<file path="config.mk">
export PLATFORM = sky130hd
export DESIGN_NAME = ram_loader
export DESIGN_NICKNAME = d
export VERILOG_FILES = /design/src/rtl/ram_loader.sv
export SDC_FILE = /design/constraint.sdc
export NUM_CORES = 1
export LEC_CHECK = 0
export ABC_AREA = 1
export CAP_MARGIN = 20
export CELL_PAD_IN_SITES_DETAIL_PLACEMENT = 0
export CELL_PAD_IN_SITES_GLOBAL_PLACEMENT = 1
export CORE_UTILIZATION = 27
export DETAILED_ROUTE_END_ITERATION = 10
export PLACE_DENSITY = 0.84
export SLEW_MARGIN = 10
export SYNTH_ARGS = -nofsm -noshare
export SYNTH_HDL_FRONTEND = slang
export SYNTH_SLANG_ARGS = --single-unit
export TNS_END_PERCENT = 20
</file>
<file path="constraint.sdc">
create_clock -name clk -period 1.56 [get_ports clk]
set_input_delay 0.156 -clock clk [delete_from_list [all_inputs] [get_ports clk]]
set_output_delay 0.156 -clock clk [all_outputs]
set_load 0.02 [all_outputs]
</file>
<file path="src/rtl/ram_loader.sv">
// ram_loader
//   Boot-time controller that moves a host byte stream into the SAP-1 RAM
//   over the shared bus. It reuses the memory-address-in and RAM-in strobes
//   that the instruction decoder drives (the two sources are ORed outside
//   this block). It also holds the CPU halted until the whole image is in RAM.
//
//   Optional build macro: RAM_LOADER_VERIFY_EN
//     When defined, each word is read back after it is written (VERIFY state).
//     Any mismatch sets a sticky error flag and records the first bad
//     address. When undefined, o_ramo/o_error/o_err_addr are tied low.
//
// Ports
//   clk, rst       system clock, synchronous active-high reset
//   clk_en         shared clock enable; qualifies every state update
//   i_start        begin a load (sampled in IDLE only)
//   i_length       words to load, clamped to RAM_DEPTH
//   i_valid/i_data host word stream; o_ready = loader can take a word
//   i_ram_data     RAM read data (verify build only)
//   o_hold         halt request to the CPU
//   o_memaddri     load memory address register from bus
//   o_rami         write RAM from bus
//   o_ramo         RAM drives bus (verify build only)
//   o_bus_en       loader owns the bus; o_bus_data is its value (else 0)
//   o_busy         not IDLE
//   o_done         one clk_en cycle at the end of a load
//   o_count        words written in the current or last load
//   o_error        sticky verify mismatch; o_err_addr = first bad address
module ram_loader #(
    parameter int RAM_DEPTH = 16,
    parameter int RAM_WIDTH = 8,
    parameter int BUS_WIDTH = 8,
    localparam int ADDRESS_WIDTH = $clog2(RAM_DEPTH)
) (
    input  logic                     clk,
    input  logic                     rst,
    input  logic                     clk_en,
    input  logic                     i_start,
    input  logic [ADDRESS_WIDTH:0]   i_length,
    input  logic                     i_valid,
    input  logic [RAM_WIDTH-1:0]     i_data,
    output logic                     o_ready,
    input  logic [RAM_WIDTH-1:0]     i_ram_data,
    output logic                     o_hold,
    output logic                     o_memaddri,
    output logic                     o_rami,
    output logic                     o_ramo,
    output logic                     o_bus_en,
    output logic [BUS_WIDTH-1:0]     o_bus_data,
    output logic                     o_busy,
    output logic                     o_done,
    output logic [ADDRESS_WIDTH:0]   o_count,
    output logic                     o_error,
    output logic [ADDRESS_WIDTH-1:0] o_err_addr
);

    localparam logic [ADDRESS_WIDTH:0] DEPTH_LEN = (ADDRESS_WIDTH+1)'(RAM_DEPTH);

    typedef enum logic [2:0] {
        S_IDLE      = 3'd0,
        S_WAIT_DATA = 3'd1,
        S_SET_ADDR  = 3'd2,
        S_WRITE     = 3'd3,
`ifdef RAM_LOADER_VERIFY_EN
        S_VERIFY    = 3'd4,
`endif
        S_DONE      = 3'd5
    } state_t;

    state_t                   state_reg;
    logic [ADDRESS_WIDTH:0]   len_reg;
    logic [ADDRESS_WIDTH-1:0] addr_reg;
    logic [RAM_WIDTH-1:0]     data_reg;
    logic [ADDRESS_WIDTH:0]   count_reg;

    logic [ADDRESS_WIDTH:0]   len_clamped;
    logic                     last_word;

    // Clamping the length up front guarantees addr never passes RAM_DEPTH-1.
    assign len_clamped = (i_length > DEPTH_LEN) ? DEPTH_LEN : i_length;
    // len_reg is never 0 outside IDLE/DONE, so len_reg-1 cannot underflow here.
    assign last_word   = ({1'b0, addr_reg} == (len_reg - 1'b1));

`ifdef RAM_LOADER_VERIFY_EN
    logic                     error_reg;
    logic [ADDRESS_WIDTH-1:0] err_addr_reg;
`else
    // Read-back data has no consumer without the verify state.
    logic unused_ram_data;
    assign unused_ram_data = ^i_ram_data;
`endif

    always_ff @(posedge clk) begin
        if (rst) begin
            state_reg <= S_IDLE;
            len_reg   <= '0;
            addr_reg  <= '0;
            data_reg  <= '0;
            count_reg <= '0;
`ifdef RAM_LOADER_VERIFY_EN
            error_reg    <= 1'b0;
            err_addr_reg <= '0;
`endif
        end else if (clk_en) begin
            case (state_reg)
                S_IDLE: begin
                    if (i_start) begin
                        len_reg   <= len_clamped;
                        addr_reg  <= '0;
                        count_reg <= '0;
`ifdef RAM_LOADER_VERIFY_EN
                        error_reg    <= 1'b0;
                        err_addr_reg <= '0;
`endif
                        state_reg <= (len_clamped == '0) ? S_DONE : S_WAIT_DATA;
                    end
                end
                S_WAIT_DATA: begin
                    if (i_valid) begin
                        data_reg  <= i_data;
                        state_reg <= S_SET_ADDR;
                    end
                end
                S_SET_ADDR: begin
                    state_reg <= S_WRITE;
                end
                S_WRITE: begin
                    count_reg <= count_reg + 1'b1;
`ifdef RAM_LOADER_VERIFY_EN
                    state_reg <= S_VERIFY;
`else
                    if (last_word) begin
                        state_reg <= S_DONE;
                    end else begin
                        addr_reg  <= addr_reg + 1'b1;
                        state_reg <= S_WAIT_DATA;
                    end
`endif
                end
`ifdef RAM_LOADER_VERIFY_EN
                S_VERIFY: begin
                    // A mismatch is recorded but the load keeps going so the
                    // host sees the whole image written.
                    if (i_ram_data != data_reg) begin
                        error_reg <= 1'b1;
                        if (!error_reg) begin
                            err_addr_reg <= addr_reg;
                        end
                    end
                    if (last_word) begin
                        state_reg <= S_DONE;
                    end else begin
                        addr_reg  <= addr_reg + 1'b1;
                        state_reg <= S_WAIT_DATA;
                    end
                end
`endif
                S_DONE: begin
                    state_reg <= S_IDLE;
                end
                default: begin
                    state_reg <= S_IDLE;
                end
            endcase
        end
    end

    // Strobes are decoded from the state register. With clk_en low they stay
    // asserted, but the downstream registers ignore them in that case.
    always_comb begin
        o_ready    = (state_reg == S_WAIT_DATA);
        o_hold     = (state_reg != S_IDLE);
        o_busy     = (state_reg != S_IDLE);
        o_memaddri = (state_reg == S_SET_ADDR);
        o_rami     = (state_reg == S_WRITE);
        o_bus_en   = (state_reg == S_SET_ADDR) || (state_reg == S_WRITE);
        o_done     = (state_reg == S_DONE);
        o_bus_data = '0;
        if (state_reg == S_SET_ADDR) begin
            o_bus_data = BUS_WIDTH'(addr_reg);
        end else if (state_reg == S_WRITE) begin
            o_bus_data = BUS_WIDTH'(data_reg);
        end
    end

    assign o_count = count_reg;

`ifdef RAM_LOADER_VERIFY_EN
    assign o_ramo     = (state_reg == S_VERIFY);
    assign o_error    = error_reg;
    assign o_err_addr = err_addr_reg;
`else
    assign o_ramo     = 1'b0;
    assign o_error    = 1'b0;
    assign o_err_addr = '0;
`endif

endmodule

</file>
== Word-level counts from Yosys, hierarchy flattened ==
Cells that the tools add are included.

* Bits in registers: 25
* Bits of input ports: 26
* Output and inout bits: 26
* Word-level logic and storage cells: 40

* $add $sub $neg: 3
* Order comparisons: 1
* Equality and inequality tests: 8
* Mux-type cells: 13
* Reductions and logical operators: 10

{| class="wikitable"
|+ Operator list
! kind !! count
|-
| 2-to-1 mux 8 bit || 2
|-
| 2-to-1 mux 3 bit || 4
|-
| case mux 3 bit (4 select lines) || 1
|-
| AND reduction 3 bit || 4
|-
| 2-to-1 mux 5 bit || 2
|-
| case mux 5 bit (2 select lines) || 1
|-
| 2-to-1 mux 4 bit || 2
|-
| case mux 4 bit (2 select lines) || 1
|-
| equality test 3 x 2 -> 1 bit (second input constant) || 2
|-
| inequality test 2 bit (second input constant) || 3
|-
| adder 5 x 1 -> 5 bit (second input constant) || 1
|-
| equality test 4 x 5 -> 1 bit || 1
|-
| greater-than comparator 5 bit (second input constant) || 1
|-
| logical NOT 5 bit || 1
|-
| subtractor 5 x 1 -> 5 bit (second input constant) || 1
|-
| adder 4 x 1 -> 4 bit (second input constant) || 1
|-
| AND reduction 4 bit || 1
|-
| equality test 3 x 1 -> 1 bit (second input constant) || 1
|-
| equality test 3 bit (second input constant) || 1
|-
| logical NOT 3 bit || 1
|-
| nonzero test 3 bit || 1
|-
| nonzero test 2 bit || 1
|-
| logical OR 1 bit || 1
|}

== Depth between registers and ports, before layout ==
* Depth in word-level cells: 6
* Gate-level depth with buffers: 15

== Least setup slack after synthesis ==
Ideal clock, no wire load.

* Kind: register -> output
* Start: reg state_reg[1]
* End: out o_bus_data[0]
* Arrival: 1.622 ns
* Required time: 1.404 ns
* Slack: -0.218 ns
* Cell stages (with the launch flop): 7
* Path buffers: 0
* Cells stage by stage: dfxtp_1 > inv_1 > nor2_2 > inv_2 > nor2_1 > inv_1 > o22ai_1

{| class="wikitable"
|+ RTL lines
! element !! RTL line !! source
|-
| from (decl) || 69 || <nowiki>state_t state_reg;</nowiki>
|-
| from (signal assigned) || 114 || <nowiki>state_reg <= (len_clamped == '0) ? S_DONE : S_WAIT_DATA;</nowiki>
|-
| equality test 3 x 2 -> 1 bit || n/a ||
|-
| net o_memaddri || 44 || <nowiki>output logic o_memaddri,</nowiki>
|-
| 2-to-1 mux 8 bit || 178 || <nowiki>if (state_reg == S_SET_ADDR) begin</nowiki>
|-
| to (decl) || 48 || <nowiki>output logic [BUS_WIDTH-1:0] o_bus_data,</nowiki>
|}

The timed path passes the listed nets, and every way through them passes these cells.

== Worst setup path in the final report ==
* Start: reg len_reg[1]
* End: reg addr_reg[1]

* Word-level cells in the longest chain between the ends: 4

{| class="wikitable"
|+ Ends and longest elaborated chain
! element !! RTL line !! source
|-
| from (decl) || 70 || <nowiki>logic [ADDRESS_WIDTH:0] len_reg;</nowiki>
|-
| from (signal assigned) || 107 || <nowiki>len_reg <= len_clamped;</nowiki>
|-
| subtractor 5 x 1 -> 5 bit || 81 || <nowiki>assign last_word = ({1'b0, addr_reg} == (len_reg - 1'b1));</nowiki>
|-
| equality test 4 x 5 -> 1 bit || 81 ||
|-
| inequality test 2 bit (no source line) || n/a ||
|-
| AND reduction 4 bit (no source line) || n/a ||
|-
| to (signal assigned) || 134 || <nowiki>addr_reg <= addr_reg + 1'b1;</nowiki>
|-
| to (decl) || 71 || <nowiki>logic [ADDRESS_WIDTH-1:0] addr_reg;</nowiki>
|}

No other way between the ends.
A chain may end at the register's enable or synchronous reset.

==> out/results.tsv <==
stage	metric	value	unit
power_and_ir_drop	Sequential Power Share	43.5	%
placement	IO Port Bufs	37	
power_and_ir_drop	Comb pwr share	31.7	%
floorplanning	initial core utilization	28.9	%
outcome	status	completed	
clock_tree	clk buf depth	2	
synth	asr flop ratio synth	0	%
finish	Layout Utilization	42.8	%
global_route	met3 global-route usage	2.71	%
sta	Fin Setup TNS	0	ns
finish	Final nets	298	
power_and_ir_drop	PwrDens	781	nW/um2
critical_path	Critical Path Sink Type	flip-flop	
synth	area share of the largest cell type after synthesis	35.7	%
critical_path	WP data required	1.74	ns
routing	First DRT Iteration DRCs	68	
synth	Area contributors post-synth	dfxtp_1, nand2_1, inv_1, a21oi_1, nor2_1	
sta	Fmax	656	MHz
placement	DP HPWL	2.68	mm
global_route	vias in the first global route	1280	
power_and_ir_drop	Pleak	0.923	nW
synth	Synth area leader	dfxtp_1	
power_and_ir_drop	Power Internal	1.08	mW
sta	RSZ-0062 raised after global routing	true	
placement	placed insts	330	
worst_hold_path	HP Class	flip-flop to flip-flop	
placement	placed cell areas	2000	um2
critical_path	Worst Path Arrival	1.70	ns
sta	Final Setup Violations	0	
floorplanning	number of cell rows	25	
sta	Hold Fails Final Rpt	0	
synth	synthesized instance count	209	
global_route	first-pass GRT wire length	5.80	mm
clock_tree	cts bufs inserted	3	
routing	DR WL/cell	10.6	um
clock_tree	TritonCTS clock tree	yes	
synth	EDFF count, synth	0	
clock_tree	root buffer cell	clkbuf_8	
finish	final standard cell area without fillers	2080	um2
power_and_ir_drop	VDD IR max	0.522	mV
synth	syn avg cell area	6.70	um2
power_and_ir_drop	clock group share of total power	24.8	%
floorplanning	# IOs	52	
floorplanning	Die W	74.0	um
sta	final hold slack	0.461	ns
power_and_ir_drop	overall power	1.62	mW
synth	synth cell count leaders	nand2_1, inv_1, dfxtp_1	
power_and_ir_drop	sw power	0.541	mW
global_route	initial antenna violation count	0	
clock_tree	hold buffers post-CTS	0	
synth	library cells used by synthesis	26	
routing	drc violations	0	
global_route	M2 GR Usage	21.3	%
floorplanning	Die Height	74.0	um
floorplanning	core footprint	4850	um2
sta	Final Cycle Share	97.7	%
sta	fin crit period	1.52	ns
routing	Pre-antenna DRT Iters	4	
finish	share of cells above drive strength 1	28.0	%
sta	final setup margin	0.0353	ns
finish	Finished Layout Cells	335	
global_route	GRT Residual Overflow	0	
routing	DR vias/cell	4.34	
synth	Mapped Area	1400	um2
synth	count leader, synth	nand2_1	
global_route	busiest grt layer	met2	
finish	fillcell total	499	
finish	Ant. Diodes	0	
synth	top_reg_cell synth	dfxtp_1	
flow_run	max cap viols	0	
floorplanning	die area	5480	um2
global_route	gr usage total	13.4	%
power_and_ir_drop	Sw Share	33.4	%
routing	final wirelength	3.54	mm
synth	Ys Warns	0	
synth	sequential fraction of the synthesis area	35.7	%
finish	max FFs per register	8	
routing	routed via count	1455	
sta	Final Max Slew Viols	0	
placement	Placement Setup Slack	-0.144	ns
critical_path	CP startpoint kind	flip-flop	
global_route	largest net degree at the start of global routing	18	
routing	Final ANT Viol Nets	0	
clock_tree	Clock Sinks	25	
clock_tree	Clk pin slew, worst setup/hold paths	0.09	ns
critical_path	crit path kind	flip-flop to flip-flop	
critical_path	Worst Path Max Fanout	7	
clock_tree	H-tree Lvls	1	
placement	GP Congestion	0.768	
global_route	M1 GR Usage	18.8	%
clock_tree	worst-skew pair later-pin latency	0.27	ns
synth	#FFs+latches synth	25	
finish	Area Overhead vs Synth	48.3	%
sta	clock skew	0.00240	ns
## layout make-up
cell class	instances	area, um2	area share (%)
clock inverter	1	5.00	0.241
inverter	34	130	6.27
tap	67	83.8	4.04
clock buffer	3	41.3	1.99
multi-input combinational	146	817	39.4
sequential	25	504	24.3
timing repair buffer	59	494	23.8
## layer usage
metal	wire length [um]	vias up	share of wire (%)
met5	0	-	0
met4	12	0	0.34
met3	156	2	4.4
met2	1630	26	46
met1	1750	651	49
li1	-	776	-
## logic make-up (layout without fill, tap and decap cells)
family,after synthesis,in the layout,synth area share (%)
flops,25,25,35.7
compound gates,40,40,15.3
other cells,1,6,0.268
buf+inv,43,97,13.4
xor+xnor,2,2,1.25
simple gates,95,95,31.4
fa+ha+maj,3,3,2.68
## timing repair
item / CTS / global route
pin swaps: 0 / 6
gates cloned: 0 / 0
setup buffers: 0 / 1
gates resized for setup: 52 / 28
endpoints found under the setup margin: 21 / 27
## worst paths after layout
check	startpoint	endpoint	slack, ns	depth (start not counted)
worst min-delay path	data_reg[6]	data_reg[6]	0.46	2
worst max register to register	len_reg[1]	addr_reg[1]	0.04	14
worst min register to register	data_reg[6]	data_reg[6]	0.46	2
worst max-delay path	len_reg[1]	addr_reg[1]	0.04	14
## placed cells by master, fill, tap and decap left out, types with 2 or more instances in the layout
master / synthesis / final
nand2_1: 41 / 35
inv_1: 31 / 26
buf_4: 7 / 25
nor2_1: 24 / 22
dfxtp_1: 25 / 22
clkdlybuf4s50_1: 0 / 22
a21oi_1: 19 / 18
nand3_1: 16 / 15
o21ai_0: 11 / 10
inv_2: 2 / 6
nand2_2: 1 / 6
conb_1: 1 / 6
buf_2: 0 / 5
nor2_2: 2 / 4
o22ai_1: 8 / 4
nor3_1: 4 / 4
o22ai_2: 0 / 3
nand2_4: 2 / 3
clkbuf_8: 0 / 3
dfxtp_2: 0 / 3
nand3_2: 1 / 2
xor2_1: 2 / 2
ha_1: 3 / 2
buf_6: 0 / 2
dlygate4sd2_1: 0 / 2
clkbuf_2: 0 / 2
## worst max-delay path: stages, from the launching register on
cell and delay (ns):
dfxtp_2 0.33, inv_2 0.04, ha_4 0.23, nand2_2 0.06
inv_2 0.03, nor2_1 0.09, nand3_1 0.08, nor2_1 0.10
nand2_1 0.09, nand2_2 0.08, nand2_4 0.08, nand2_2 0.07
nand2_1 0.05, nand2_1 0.05, nor2_1 0.04
## power groups by stage
stage | registers, mW | logic (mW) | clock network (mW)
floorplan | 0.714 | 0.290 | 0
global placement | 0.717 | 0.487 | 0
detailed placement | 0.718 | 0.490 | 0
CTS | 0.703 | 0.489 | 0.415
global route | 0.711 | 0.564 | 0.440
finish | 0.705 | 0.513 | 0.403
Note: power is estimated with default switching activity, not from simulation.
